### src/rtl/ids_pkt_gen.sv
// ids_pkt_gen: test-packet transmitter for the user data path.
//
// Each packet is one module-header word, three header words and P payload
// words. A 7-byte pattern can be placed in one chosen payload word. Between
// packets the block waits IFG_CYCLES idle cycles.
//
// Ports:
//   clk, reset          clock and synchronous active-high reset
//   out_data/out_ctrl   registered packet word and its ctrl byte
//   out_wr              registered word strobe
//   out_rdy             downstream can take a word this cycle
//   gen_start           pulse: latch cfg_* and start generating
//   gen_stop            pulse: finish the current packet, then go idle
//   clr_counters        pulse: zero pkts_sent and the sequence number
//   cfg_pkt_count       packets to send (0 = continuous)
//   cfg_payload_words   payload words per packet (0 behaves as 1)
//   cfg_insert_word     payload word index that carries the pattern
//   cfg_pattern         7-byte pattern
//   busy                generator is not idle
//   pkts_sent           completed packets, wrapping
//   gen_la_data         debug bus
//   gen_la_trigger      debug trigger
//
// Build option: define IDS_PKT_GEN_LA_EN to drive the debug bus; otherwise
// gen_la_data and gen_la_trigger are tied to zero.
module ids_pkt_gen #(
  parameter int DATA_WIDTH = 64,
  parameter int CTRL_WIDTH = DATA_WIDTH / 8,
  parameter int LEN_WIDTH  = 8,
  parameter int IFG_CYCLES = 4
) (
  input  logic                  clk,
  input  logic                  reset,
  output logic [DATA_WIDTH-1:0] out_data,
  output logic [CTRL_WIDTH-1:0] out_ctrl,
  output logic                  out_wr,
  input  logic                  out_rdy,
  input  logic                  gen_start,
  input  logic                  gen_stop,
  input  logic                  clr_counters,
  input  logic [15:0]           cfg_pkt_count,
  input  logic [LEN_WIDTH-1:0]  cfg_payload_words,
  input  logic [LEN_WIDTH-1:0]  cfg_insert_word,
  input  logic [55:0]           cfg_pattern,
  output logic                  busy,
  output logic [31:0]           pkts_sent,
  output logic [71:0]           gen_la_data,
  output logic                  gen_la_trigger
);

  typedef enum logic [2:0] {
    S_IDLE    = 3'd0,
    S_MODHDR  = 3'd1,
    S_HDR     = 3'd2,
    S_PAYLOAD = 3'd3,
    S_GAP     = 3'd4
  } state_t;

  localparam logic [LEN_WIDTH-1:0] LEN_ONE  = LEN_WIDTH'(1);
  localparam logic [15:0]          GAP_LAST = (IFG_CYCLES > 0) ? 16'(IFG_CYCLES - 1) : 16'd0;

  state_t                 r_state;
  state_t                 w_state_next;
  logic [1:0]             r_hdr_idx;
  logic [LEN_WIDTH-1:0]   r_pl_idx;
  logic [15:0]            r_gap_cnt;
  logic [15:0]            r_remaining;
  logic                   r_finite;
  logic                   r_stop_pending;
  logic [LEN_WIDTH-1:0]   r_pl_words;
  logic [LEN_WIDTH-1:0]   r_insert_word;
  logic [55:0]            r_pattern;
  logic [15:0]            r_seq_num;
  logic [15:0]            r_pkt_seq;
  logic [31:0]            r_pkts_sent;
  logic [DATA_WIDTH-1:0]  r_out_data;
  logic [CTRL_WIDTH-1:0]  r_out_ctrl;
  logic                   r_out_wr;

  logic                   w_sending;
  logic                   w_emit;
  logic                   w_pl_last;
  logic                   w_eop;
  logic                   w_stop_any;
  logic                   w_halt_gap;
  logic                   w_halt_eop;
  logic [15:0]            w_byte_len;
  logic [39:0]            w_pl_idx_ext;
  logic [LEN_WIDTH-1:0]   w_pl_words_eff;
  logic [63:0]            w_word_data;
  logic [7:0]             w_word_ctrl;
  logic [DATA_WIDTH-1:0]  w_out_data_next;
  logic [CTRL_WIDTH-1:0]  w_out_ctrl_next;

  assign w_sending      = (r_state == S_MODHDR) || (r_state == S_HDR) || (r_state == S_PAYLOAD);
  assign w_emit         = w_sending && out_rdy;
  assign w_pl_last      = (r_pl_idx == (r_pl_words - LEN_ONE));
  assign w_eop          = w_emit && (r_state == S_PAYLOAD) && w_pl_last;
  assign w_stop_any     = r_stop_pending || gen_stop;
  // Decision at the end of the gap: remaining was already decremented at EOP.
  assign w_halt_gap     = w_stop_any || (r_finite && (r_remaining == 16'd0));
  // Same decision taken at EOP when there is no gap; remaining is about to drop.
  assign w_halt_eop     = w_stop_any || (r_finite && (r_remaining <= 16'd1));
  assign w_byte_len     = (16'(r_pl_words) + 16'd3) << 3;
  assign w_pl_idx_ext   = 40'(r_pl_idx);
  assign w_pl_words_eff = (cfg_payload_words == '0) ? LEN_ONE : cfg_payload_words;

  // Word presented in the current state; it is registered only when emitted.
  always_comb begin
    w_word_data = 64'h0;
    w_word_ctrl = 8'h00;
    case (r_state)
      S_MODHDR: begin
        w_word_data = {48'h0, w_byte_len};
        w_word_ctrl = 8'hFF;
      end
      S_HDR: begin
        w_word_data = {16'hA5A5, r_pkt_seq, 29'h0, 1'b0, r_hdr_idx};
      end
      S_PAYLOAD: begin
        if (r_pl_idx == r_insert_word) w_word_data = {r_pattern, 8'h00};
        else                           w_word_data = {r_pkt_seq, 8'h5A, w_pl_idx_ext};
        w_word_ctrl = w_pl_last ? 8'h01 : 8'h00;
      end
      default: ;
    endcase
  end

  assign w_out_data_next = w_emit ? w_word_data : r_out_data;
  assign w_out_ctrl_next = w_emit ? w_word_ctrl : r_out_ctrl;

  always_comb begin
    w_state_next = r_state;
    case (r_state)
      S_IDLE:    if (gen_start) w_state_next = S_MODHDR;
      S_MODHDR:  if (out_rdy) w_state_next = S_HDR;
      S_HDR:     if (out_rdy && (r_hdr_idx == 2'd2)) w_state_next = S_PAYLOAD;
      S_PAYLOAD: begin
        if (w_eop) begin
          if (IFG_CYCLES == 0) w_state_next = w_halt_eop ? S_IDLE : S_MODHDR;
          else                 w_state_next = S_GAP;
        end
      end
      S_GAP:     if (r_gap_cnt == GAP_LAST) w_state_next = w_halt_gap ? S_IDLE : S_MODHDR;
      default:   w_state_next = S_IDLE;
    endcase
  end

  always_ff @(posedge clk) begin
    if (reset) r_state <= S_IDLE;
    else       r_state <= w_state_next;
  end

  always_ff @(posedge clk) begin
    if (reset) begin
      r_hdr_idx      <= '0;
      r_pl_idx       <= '0;
      r_gap_cnt      <= '0;
      r_remaining    <= '0;
      r_finite       <= 1'b0;
      r_stop_pending <= 1'b0;
      r_pl_words     <= LEN_ONE;
      r_insert_word  <= '0;
      r_pattern      <= '0;
      r_seq_num      <= '0;
      r_pkt_seq      <= '0;
      r_pkts_sent    <= '0;
      r_out_data     <= '0;
      r_out_ctrl     <= '0;
      r_out_wr       <= 1'b0;
    end else begin
      r_out_wr   <= w_emit;
      r_out_data <= w_out_data_next;
      r_out_ctrl <= w_out_ctrl_next;

      if ((r_state == S_IDLE) && gen_start) begin
        r_remaining   <= cfg_pkt_count;
        r_finite      <= (cfg_pkt_count != 16'd0);
        r_pl_words    <= w_pl_words_eff;
        r_insert_word <= cfg_insert_word;
        r_pattern     <= cfg_pattern;
      end else if (w_eop && (r_remaining != 16'd0)) begin
        r_remaining <= r_remaining - 16'd1;
      end

      if (w_emit && (r_state == S_MODHDR))    r_hdr_idx <= 2'd0;
      else if (w_emit && (r_state == S_HDR))  r_hdr_idx <= r_hdr_idx + 2'd1;

      if (w_emit && (r_state == S_HDR) && (r_hdr_idx == 2'd2)) r_pl_idx <= '0;
      else if (w_emit && (r_state == S_PAYLOAD))               r_pl_idx <= r_pl_idx + LEN_ONE;

      if (r_state == S_GAP) r_gap_cnt <= r_gap_cnt + 16'd1;
      else                  r_gap_cnt <= 16'd0;

      if (w_state_next == S_IDLE)               r_stop_pending <= 1'b0;
      else if (gen_stop && (r_state != S_IDLE)) r_stop_pending <= 1'b1;

      // Snapshot the sequence number for the whole packet before its headers
      // go out, so a clear mid-packet does not change the packet's own words.
      if (r_state == S_MODHDR) r_pkt_seq <= r_seq_num;

      // Clear takes priority over a coincident EOP increment.
      if (clr_counters) begin
        r_seq_num   <= '0;
        r_pkts_sent <= '0;
      end else if (w_eop) begin
        r_seq_num   <= r_seq_num + 16'd1;
        r_pkts_sent <= r_pkts_sent + 32'd1;
      end
    end
  end

  assign out_data  = r_out_data;
  assign out_ctrl  = r_out_ctrl;
  assign out_wr    = r_out_wr;
  assign busy      = (r_state != S_IDLE);
  assign pkts_sent = r_pkts_sent;

`ifdef IDS_PKT_GEN_LA_EN
  logic [71:0] r_la_data;
  logic        r_la_trig;

  // The field list is 74 bits; the 72-bit bus keeps the low 72, so the top
  // two ctrl bits are not visible (ctrl only ever uses 0xFF/0x01/0x00).
  always_ff @(posedge clk) begin
    if (reset) begin
      r_la_data <= '0;
      r_la_trig <= 1'b0;
    end else begin
      r_la_data <= {w_out_ctrl_next[5:0], w_out_data_next[63:32], r_state, 1'b0, r_hdr_idx,
                    8'(r_pl_idx), (r_state != S_IDLE), r_stop_pending, out_rdy, w_emit, 16'h0};
      r_la_trig <= w_emit;
    end
  end

  assign gen_la_data    = r_la_data;
  assign gen_la_trigger = r_la_trig;
`else
  assign gen_la_data    = 72'h0;
  assign gen_la_trigger = 1'b0;
`endif

endmodule

### config.mk
export PLATFORM = sky130hd
export DESIGN_NAME = ids_pkt_gen
export DESIGN_NICKNAME = d
export VERILOG_FILES = /design/src/rtl/ids_pkt_gen.sv
export SDC_FILE = /design/constraint.sdc
export NUM_CORES = 1
export LEC_CHECK = 0
export CORE_ASPECT_RATIO = 2
export CORE_MARGIN = 2
export CORE_UTILIZATION = 50
export DETAILED_ROUTE_END_ITERATION = 10
export MAX_ROUTING_LAYER = met4
export PLACE_DENSITY = 0.8
export SETUP_SLACK_MARGIN = 0.05
export SLEW_MARGIN = 25
export SYNTH_ARGS = -nofsm -noshare
export SYNTH_HDL_FRONTEND = slang
export SYNTH_SLANG_ARGS = --single-unit
### constraint.sdc
create_clock -name clk -period 4 [get_ports clk]
set_input_delay 0.4 -clock clk [delete_from_list [all_inputs] [get_ports clk]]
set_output_delay 0.4 -clock clk [all_outputs]
set_load 0.005 [all_outputs]
== Word level (Yosys, flattened, before mapping) ==
Cells that the tools add are included.
Word-level totals
  RAM bits: 0
  word-level logic and storage cells: 75
  register bits: 256
  memories kept: 0
  input bits: 94
  memory bits (read-only): 0
  bits in latches: 0
  output and inout bits: 179
Cells by class
  reduce and logical (&&, ||, !) cells: 28
  shifts and indexed selects: 0
  equal/unequal tests: 8
  bitwise logic cells: 1
  multiply operators: 0
  add/subtract/negate cells: 8
  mux-type cells: 14
  div/mod/pow operators: 0
  $lt $le $gt $ge: 0
Operator list (count)
  $pmux 64 s3: 1
  $mux 64: 1
  $add 16x1->16 const B: 2
  $add 32x1->32 const B: 1
  $mux 16: 2
  $reduce_bool 16->1: 2
  $eq 16x2->1 const B: 1
  $eq 8x8->1: 2
  $logic_not 16->1: 1
  $pmux 8 s2: 1
  $sub 16x1->16 const B: 1
  $mux 3: 5
  $pmux 3 s5: 1
  $logic_and 1x1->1: 11
  $reduce_or 2->1: 5
  $add 8x2->9 const B: 1
  $add 8x1->8 const B: 1
  $logic_not 8->1: 1
  $mux 8: 1
  $sub 8x1->8 const B: 1
  $eq 3x2->1 const B: 2
  $logic_not 3->1: 2
  $logic_or 1x1->1: 4
  $eq 3x1->1 const B: 1
  other kinds (7): 8

== Depth between registers and ports, before layout ==
Gate-level depths: netlist (run 1).
  depth after elaboration: 10
  gate-level depth with buffers: 10
  gate-level depth less buffers: 8

== Worst setup path after synthesis (run 1) ==
OpenSTA, ideal clock, no wires.
  path type: register -> register
  from: register r_pl_words[0]
  to: register r_seq_num[15]
  path buffers: 1
  path slack: 1253 ps
  arrival: 2676 ps
  required time: 3930 ps
  library setup time: 70 ps
  period minus slack after synthesis: 2747 ps
  stages on the path, launching flop included: 10
  path through: dfxtp_1 inv_1 ha_1 or3b_1 nor4_2 o2111ai_2 or4_4 buf_6 or3_1 a21oi_1
On the way
  word-level cells in the longest chain between the ends: 3
Ends and longest elaborated chain
  start, declared: line 70  | logic [LEN_WIDTH-1:0] r_pl_words;
  start signal, assigned: line 179  | r_pl_words <= w_pl_words_eff;
  $sub 8x1->8: line 97  | assign w_pl_last = (r_pl_idx == (r_pl_words - LEN_ONE));
  $eq 8x8->1: line 97
  $logic_and 1x1->1: line 98  | assign w_eop = w_emit && (r_state == S_PAYLOAD) && w_pl_last;
  end signal, assigned: line 207  | r_seq_num <= r_seq_num + 16'd1;
  end, declared: line 73  | logic [15:0] r_seq_num;
No other way between the ends.
A chain may end at the register's enable or synchronous reset.

== Final worst setup path (run 1) ==
  from: register r_pl_words[0]
  to: register r_remaining[13]
On the way
  word-level cells in the longest chain between the ends: 5
Ends and longest elaborated chain
  $sub 8x1->8: line 97
  $eq 8x8->1: line 97
  $logic_and 1x1->1: line 98
  $logic_and 1x1->1: line 182  | end else if (w_eop && (r_remaining != 16'd0)) begin
  $reduce_bool 2->1 (no line)
  end signal, assigned: line 177  | r_remaining <= cfg_pkt_count;
  end signal, assigned: line 183  | r_remaining <= r_remaining - 16'd1;
  end, declared: line 67  | logic [15:0] r_remaining;
No other way between the ends.

==> results_dict.tcl, run 1 <==
set metrics [dict create \
    status "finished clean" \
    num_vias 10562 \
    layout_setup_ws_ns 0.7708 \
    cell_internal_pwr_mw 4.134 \
    cts_sinks 250 \
    core_area_sq_um 22640 \
    maxSlewHeadroom 0.4132 \
    fin_crit_sh 0.8073 \
    max_freq_mhz 309.7 \
    yosys.area.top_type "dfxtp_1" \
    wire_per_inst_um 17.01 \
    clk_latency_ns 0.54 \
    grt_pass1_vias 10155 \
    synth-main-ff-cell "dfxtp_1" \
    rsz0062_at_grt "no" \
    initial_core_util 0.5064 \
    async_flop_share 0 \
    routed-wl-met2_um 16380 \
    route.met3.wl_um 1930 \
    ys_ff_latch 250 \
    fillers 1904 \
    crit_required_ns 4.46 \
    cp_max_fo 14 \
    finalWirelength_um 31140 \
    postSynthCellCount 1398 \
    dp.final_hpwl_um 21500 \
    dp_slack_ns 0.8127 \
    grt_pass1_wl_um 49370 \
    gp_congestion 0.9004 \
    power_density_nw_per_um2 394.9 \
    drive_gt1_frac 0.06323 \
    finalCriticalPeriod_ns 3.229 \
    antenna_found_initial 0 \
    synth_edf_count 0 \
    hold_ws_ns 0.2878 \
    finalClockSkew_ns 0.01040 \
    ys_seq_area_frac 0.4365 \
    crit_type "flip-flop to flip-flop" \
    via_per_inst 5.772 \
    hold_class "input pin to flip-flop" \
    ctsHoldBuffers 0 \
    utilization 0.6216 \
    die_h_um 218.1 \
    nets 1636 \
    synthDistinctLibCells 66 \
    cts_tree "yes" \
    drc_errors 0 \
    dr.pass1.iters 6 \
    grt_overflow 0 \
    postRouteAntennaNets 0 \
    hold_viol 0 \
    clk_pin_slew_ns 0.07 \
    end_kind "flip-flop" \
    total_power_mw 5.558 \
    placementRows 78 \
    drv_cap 0 \
    chipWidth_um 111.1 \
    start_kind "flip-flop" \
    numCtsBuffers 23 \
    fp.dieArea_sq_um 24230 \
    synthesis.area_sq_um 11460 \
    yosys_warnings 0 \
    grtUsageTotal 0.2523 \
    ctsResizeCount 0 \
    postCtsSetupBuffers 0 \
    power.share.clock 0.406 \
    setup_tns_ns 0 \
    root_buffer "clkbuf_16" \
    switching_share 0.2562 \
    cts_htree_levels 1 \
    p_sw_mw 1.424 \
    vdd_drop_max_v 0.0003633 \
    stdcell_area_sq_um 14070 \
    m1WireLength_um 11260 \
    synth_area_leaders "dfxtp_1 (44%), nand2_1 (8.3%), a21oi_1 (5.8%)" \
    critPathArrivalTime_ns 3.69 \
    pin_count 273 \
    top_layer "met4" \
    power_frac_seq 0.476 \
    final_cells 1830 \
    cts_buffer_depth 3 \
    drv_slew 0 \
    area_growth_syn_to_layout_pct 22.75 \
    postPlaceCellArea_sq_um 13300 \
    grt_max_degree 106 \
    num_antenna_cells 0 \
    drtIter0Drc 750 \
    p_leak_nw 5.337 \
    yosysTopAreaCellShare 0.4365 \
    worst_pin_slew_ns 0.8735 \
    combPwrFrac 0.118 \
    placed_cells 1790 \
    io_buffers 199 \
    finalSetupViolCount 0 \
    avgSynthCellArea_sq_um 8.201 \
]
sequential cells by signal (all words and copies together), names as in the netlist, 2 cells and up:
name and flops:
r_pl_words 8, out_data 64, r_pattern 56, r_gap_cnt 16
pkts_sent 32, r_hdr_idx 2, out_ctrl 2, r_seq_num 16
r_state 3, r_pl_idx 8, r_pkt_seq 16, r_remaining 16
r_insert_word 8
logic make-up after synthesis:
| group | count (synthesis) | synth area share |
|---|---|---|
| AOI/OAI and AO/OA | 307 | 0.1778 |
| xor gates and xnor gates | 46 | 0.03514 |
| adders and majority gates | 7 | 0.007639 |
| buffers and inverters | 198 | 0.09255 |
| DFF | 250 | 0.4365 |
| muxes | 29 | 0.02674 |
| other | 1 | 0.0003271 |
| and+or+nand+nor | 560 | 0.2233 |
layer usage:
layer / GRT usage / vias to the layer above
li1: - / 5021
met1: 0.2551 / 5022
met2: 0.4632 / 426
met3: 0.03938 / 93
met4: 0.1370 / 0
met5: - / -
cells in the final DEF (no fill, tap or decap), types with 5 or more instances in the layout:
cell / count
a211oi_1: 5
a21oi_1: 133
a221oi_1: 9
a222oi_1: 14
a22oi_1: 34
a31o_2: 8
a31oi_1: 20
a41o_1: 13
and2_1: 6
and3_1: 23
and4_1: 6
buf_4: 18
clkbuf_1: 6
clkbuf_16: 23
clkbuf_8: 5
clkdlybuf4s50_1: 198
conb_1: 73
dfxtp_1: 250
ha_1: 7
inv_1: 19
mux2_2: 13
mux2i_1: 16
nand2_1: 252
nand3_1: 23
nand4_1: 27
nor2_1: 135
nor3_1: 20
nor4_1: 12
o211ai_1: 8
o21ai_0: 27
o311ai_0: 6
or3_1: 21
or4_1: 5
xnor2_1: 24
xor2_1: 22
final cells by class:
type / instances / area [sq um] / share of cell area
Multi-Input combinational cell: 1022 / 5719 / 0.4064
Sequential cell: 250 / 5005 / 0.3556
Timing Repair Buffer: 219 / 2160 / 0.1534
Clock buffer: 34 / 666.9 / 0.04739
Tap cell: 280 / 350.3 / 0.02489
Clock inverter: 6 / 101.3 / 0.007201
Inverter: 19 / 71.32 / 0.005068
power groups by stage:
stage / registers (mW) / clock network [mW] / logic (mW)
floorplan: 2.67 / 0 / 0.460
global placement: 2.69 / 0 / 0.641
detailed placement: 2.70 / 0 / 0.650
CTS: 2.64 / 2.29 / 0.652
global route: 2.65 / 2.39 / 0.719
finish: 2.64 / 2.26 / 0.656
critical path: stages, from the launching register on:
cell       delay (ns)
dfxtp_1          0.38
inv_1            0.13
ha_1             0.29
or3b_1           0.43
nor4_2           0.23
o2111ai_2        0.27
or3_1            0.66
or4b_1           0.58
a31oi_1          0.18
Yosys cell counts (5+ instances only):
| library cell | number |
|---|---|
| a21oi_1 | 133 |
| nor2_1 | 138 |
| a222oi_1 | 14 |
| a31o_2 | 8 |
| o21ai_0 | 28 |
| a211oi_1 | 5 |
| ha_1 | 7 |
| clkbuf_1 | 84 |
| a22oi_1 | 34 |
| or4_1 | 5 |
| nor4_1 | 12 |
| a31oi_1 | 20 |
| xnor2_1 | 24 |
| nand3_1 | 23 |
| xor2_1 | 22 |
| or3_1 | 21 |
| mux2i_1 | 16 |
| a41o_1 | 13 |
| a221oi_1 | 9 |
| o211ai_1 | 8 |
| nand2_1 | 253 |
| and3_1 | 23 |
| mux2_2 | 13 |
| dfxtp_1 | 250 |
| buf_4 | 79 |
| and2_1 | 7 |
| and4_1 | 6 |
| nand4_1 | 27 |
| buf_1 | 9 |
| buf_2 | 5 |
| inv_1 | 19 |
| nor3_1 | 21 |
| o311ai_0 | 6 |
path summary, 6_finish.rpt:
check / from / endpoint / slack, ns / depth (start not counted)
max: r_pl_words[0]$_SDFFE_PP1P_ / r_remaining[13]$_SDFFE_PP0P_ / 0.77 / 8
min: reset / r_state[2]$_SDFF_PP0_ / 0.29 / 2
max reg2reg: r_pl_words[0]$_SDFFE_PP1P_ / r_remaining[13]$_SDFFE_PP0P_ / 0.77 / 8
min reg2reg: r_pattern[42]$_SDFFE_PP0P_ / r_pattern[42]$_SDFFE_PP0P_ / 0.45 / 2
No activity file was read; power rests on OpenSTA's default activity.
==> run 2: changes to the inputs <==
CORE_UTILIZATION = 45   (was 50)
PLACE_DENSITY = 0.76   (was 0.8)
clock period = 2.8 ns   (was 4 ns; I/O delays follow)
==> results_dict.tcl, run 2 (synthesized netlist as in run 1, its figures left out) <==
set metrics [dict create \
    cp.buffers_inverters 2 \
    layout_common_cells "nand2_1 (252), dfxtp_1 (247), clkdlybuf4s50_1 (198)" \
    status "finished clean" \
    finalClockSkew_ns 0.008396 \
    met1_usage 0.2490 \
    area_growth_syn_to_layout_pct 26.05 \
    grtUsageTotal 0.2366 \
    power.share.clock 0.386 \
    postPlaceCellArea_sq_um 13660 \
    io_buffers 199 \
    largest_reg_flops 64 \
    num_antenna_cells 0 \
    num_vias 10542 \
    critPathArrivalTime_ns 3.18 \
    fin_crit_sh 0.9747 \
    grtUsageMet2 0.4216 \
    grt_max_degree 74 \
    grt_overflow 0 \
    met3_usage 0.03110 \
    drc_errors 0 \
    drv_cap 0 \
    cp_max_fo 12 \
    switching_share 0.2619 \
    min_to "out_data[56]$_SDFFE_PP0P_" \
    clk_latency_ns 0.53 \
    dp.final_hpwl_um 22470 \
    start_kind "flip-flop" \
    reg2reg_from "r_pl_words[0]$_SDFFE_PP1P_" \
    dr.pass1.iters 6 \
    holdPathStages 2 \
    cts_htree_levels 1 \
    crit_required_ns 3.25 \
    hold_class "input pin to flip-flop" \
    placementRows 82 \
    max_freq_mhz 366.4 \
    worst_pin_slew_ns 0.6463 \
    cell_internal_pwr_mw 5.760 \
    gp_congestion 0.9584 \
    critical_path.startpoint "r_pl_words[0]$_SDFFE_PP1P_" \
    antenna_found_initial 0 \
    drive_gt1_frac 0.08890 \
    rsz0062_at_grt "yes" \
    chipWidth_um 116.9 \
    stdcell_area_sq_um 14450 \
    root_buffer "clkbuf_16" \
    r2r_cells 8 \
    maxSlewHeadroom 0.5675 \
    crit_chain "buf_6 -> or4_4 -> a2111oi_4 -> o31ai_2 -> buf_4 -> or3_4 -> or4b_1 -> a31oi_1" \
    top_usage_layer "met2" \
    fillers 2292 \
    grt_pass1_wl_um 50250 \
    crit_type "flip-flop to flip-flop" \
    initial_core_util 0.4580 \
    combPwrFrac 0.132 \
    grt_pass1_vias 10243 \
    crit_slowest_cell "or4_4" \
    cts_buffer_depth 3 \
    cpPeakStageDelay_ns 0.58 \
    final_common_cell "nand2_1" \
    nets 1673 \
    rr_endpoint "r_remaining[13]$_SDFFE_PP0P_" \
    finalSetupViolCount 0 \
    clk_pin_slew_ns 0.07 \
    power_density_nw_per_um2 540.1 \
    postRouteAntennaNets 0 \
    cts_sinks 250 \
    min-delay-start "reset" \
    via_per_inst 5.485 \
    vdd_drop_max_v 0.0004952 \
    pin_count 273 \
    drv_slew 0 \
    fp.dieArea_sq_um 26850 \
    hold_viol 0 \
    cts_tree "yes" \
    cp_top_family "simple AND/OR/NAND/NOR gates" \
    p_leak_nw 5.510 \
    die_h_um 229.7 \
    numCtsBuffers 23 \
    power_frac_seq 0.482 \
    wire_per_inst_um 16.74 \
    p_sw_mw 2.044 \
    finalCriticalPeriod_ns 2.729 \
    r2r_setup_slack_ns 0.07 \
    ctsHoldBuffers 0 \
    core_area_sq_um 25030 \
    dp_slack_ns 0.02358 \
    finalWirelength_um 32180 \
    end_kind "flip-flop" \
    layout_setup_ws_ns 0.07080 \
    drtIter0Drc 549 \
]
## run 2: cell count changes in the layout (fill, tap and decap cells not counted), moves of 2 or more
cell	delta
buf_4	+29
buf_12	+5
dfxtp_1	-3
dfxtp_2	+3
buf_6	+2
bufinv_16	-2
## run 2: how the worst max path moves through the flow
stage | end | depth (start not counted)
floorplan | r_seq_num[15]$_SDFFE_PP0P_ | 9
global placement | r_seq_num[13]$_SDFFE_PP0P_ | 9
detailed placement | r_remaining[13]$_SDFFE_PP0P_ | 8
CTS | r_seq_num[11]$_SDFFE_PP0P_ | 9
global route | r_remaining[10]$_SDFFE_PP0P_ | 8
finish | r_remaining[13]$_SDFFE_PP0P_ | 8
## run 2: area by class of cell
cell class	count	area, sq um	area share
Timing Repair Buffer	255	2500	0.1730
Tap cell	336	420.4	0.02909
Multi-Input combinational cell	1023	5751	0.3979
Clock buffer	34	666.9	0.04615
Inverter	19	71.32	0.004935
Sequential cell	250	5009	0.3466
Clock inverter	5	33.78	0.002338
## run 2: timing repair
action | CTS | global route
gates cloned | 0 | 1
endpoints found under the hold margin | 0 | 0
buffers inserted | 0 | 6
pin swaps | 0 | 3
endpoints found under the setup margin | 5 | 5
resized for setup | 2 | 10
## run 2: power by group through the flow
| stage | registers, mW | logic [mW] | clock network [mW] |
|---|---|---|---|
| finish | 3.76 | 1.03 | 3.01 |
| global route | 3.77 | 1.12 | 3.18 |
| CTS | 3.76 | 1.01 | 3.07 |
| detailed placement | 3.84 | 1.01 | 0 |
| global placement | 3.83 | 0.990 | 0 |
| floorplan | 3.81 | 0.657 | 0 |
## run 2: routing by layer
metal / vias up / part of all wire
met1: 4951 / 0.37
met3: 103 / 0.051
met4: 0 / 0.049
li1: 5088 / -
met5: - / 0
met2: 400 / 0.53
## run 2: metrics by stage
stage,cells,setup TNS [ns],power [mW],hold WS [ns],util
floorplan,1470,0,4.471,0.4160,-
global placement,1876,0,4.822,0.4391,0.5456
finish,1922,0,7.805,0.1906,0.5773
global route,1922,-0.02249,8.078,0.2087,0.5773
detailed placement,1876,0,4.845,0.4442,0.5456
CTS,1915,0,7.837,0.1645,0.5742
==> edit, RTL diff (flow settings as in run 1) <==
The option `IDS_PKT_GEN_LA_EN` is turned on by a define.
--- a/src/rtl/ids_pkt_gen.sv
+++ b/src/rtl/ids_pkt_gen.sv
@@ -24,4 +24,6 @@
 // Build option: define IDS_PKT_GEN_LA_EN to drive the debug bus; otherwise
 // gen_la_data and gen_la_trigger are tied to zero.
+`define IDS_PKT_GEN_LA_EN
+
 module ids_pkt_gen #(
   parameter int DATA_WIDTH = 64,
Check against the original RTL: not equivalent (Yosys sat finds a counterexample within 4 cycles, from zero or initial values and one cycle with reset high).
==> edit against run 1 <==
Fmax down 0.16%; cell count is 1.0% higher; synthesized area grew 1.5%; power grew 8.6%; sequential cell count rose by 16; routed wire length increased by 5.2%; critical path type unchanged; final area rose by 5.1%; worst hold slack better by 72 ps; worst setup slack worse by 5.2 ps; non-clock buffer count up 50; count of clock-buffer cells in the layout shrank 4.
==> edit: results (changes against run 1) <==
drt wl/cell: 17.7 um (was 17.0 um)
Hold Slack: 360 ps (was 288 ps)
Unique masters post-synth: 63 (was 66)
Worst Slack Setup Final: 766 ps (was 771 ps)
status: complete, no violations (unchanged)
met1 wire length: 12700 um (was 11300 um)
Final GP Congestion: 0.928 (was 0.900)
Final Skew: 14.0 ps (was 10.4 ps)
register area share after synthesis: 45.8% (was 43.7%)
vias in the first global route: 10600 (was 10200)
met1 usage: 30.6% (was 25.5%)
first-pass GRT wire length: 52500 um (was 49400 um)
crit path to: pkts_sent[28]$_SDFFE_PP0P_ (was r_remaining[13]$_SDFFE_PP0P_)
layout cells sized above 1: 5.75% (was 6.32%)
area share of fa/ha/maj cells after synthesis: 0.753% (was 0.764%)
Hold Crit Endpoint: r_remaining[14]$_SDFFE_PP0P_ (was r_state[2]$_SDFF_PP0_)
Max IR drop VDD: 0.331 mV (was 0.363 mV)
Layout Cells excl Fill: 1849 (was 1830)
IO Port Bufs: 255 (was 199)
Layout Nets: 1651 (was 1636)
Synth Area in Compound Gates: 16.8% (was 17.8%)
CP max-delay cell: or4_1 (was or3_1)
max reg flops: 63 (was 64)
LEAKAGE: 5.17 nW (was 5.34 nW)
Post-Place Cell Area: 13900 sq um (was 13300 sq um)
M2 GR Usage: 46.1% (was 46.3%)
vias per cell: 5.87 (was 5.77)
-- edit: cell types whose count changed after synthesis, sizes merged, moves of 11 or more --
| cell | change |
|---|---|
| buf | -14 |
| nor2b | +16 |
| dfxtp | +16 |
| or4 | +11 |
| nor2 | -25 |
| o21ai | +11 |
| a21oi | +12 |
| or3 | +17 |
| o31ai | +11 |
-- edit: cell families (layout without fill, tap and decap cells) --
| family | Yosys count | after routing |
|---|---|---|
| multiplexers | 21 | 21 |
| XOR/XNOR | 44 | 44 |
| adder cells (fa/ha/maj) | 7 | 7 |
| flip-flops | 266 | 266 |
| AND/OR/NAND/NOR | 573 | 573 |
| other | 1 | 17 |
| AO/OA/AOI/OAI | 312 | 312 |
| buffers and inverters | 174 | 326 |
-- edit: worst register-to-register path: stages (launching register included) --
cell and delay [ps]:
dfxtp_1 350, inv_1 110, ha_1 280, nor3b_1 390
xnor2_1 190, and4_1 460, nand4_2 550, or4_1 680
a21oi_1 150
-- edit: final cells by class --
| cell class | instances | area [sq um] |
|---|---|---|
| Sequential cell | 266 | 5330 |
| Timing Repair Buffer | 269 | 2700 |
| Inverter | 16 | 60.1 |
| Fill cell | 1876 | 8230 |
| Multi-Input combinational cell | 974 | 5490 |
| Clock inverter | 11 | 215 |
| Tap cell | 283 | 354 |
| Clock buffer | 30 | 662 |
-- edit: power by group through the flow --
| stage | sequential, W | clock, W | combinational [W] |
|---|---|---|---|
| 2_1_floorplan | 0.00284 | 0 | 0.000425 |
| 3_3_place_gp | 0.00287 | 0 | 0.000642 |
| 3_5_place_dp | 0.00287 | 0 | 0.000662 |
| 4_1_cts | 0.00281 | 0.00259 | 0.000666 |
| 5_1_grt | 0.00282 | 0.00269 | 0.000731 |
| 6_report | 0.00281 | 0.00255 | 0.000667 |
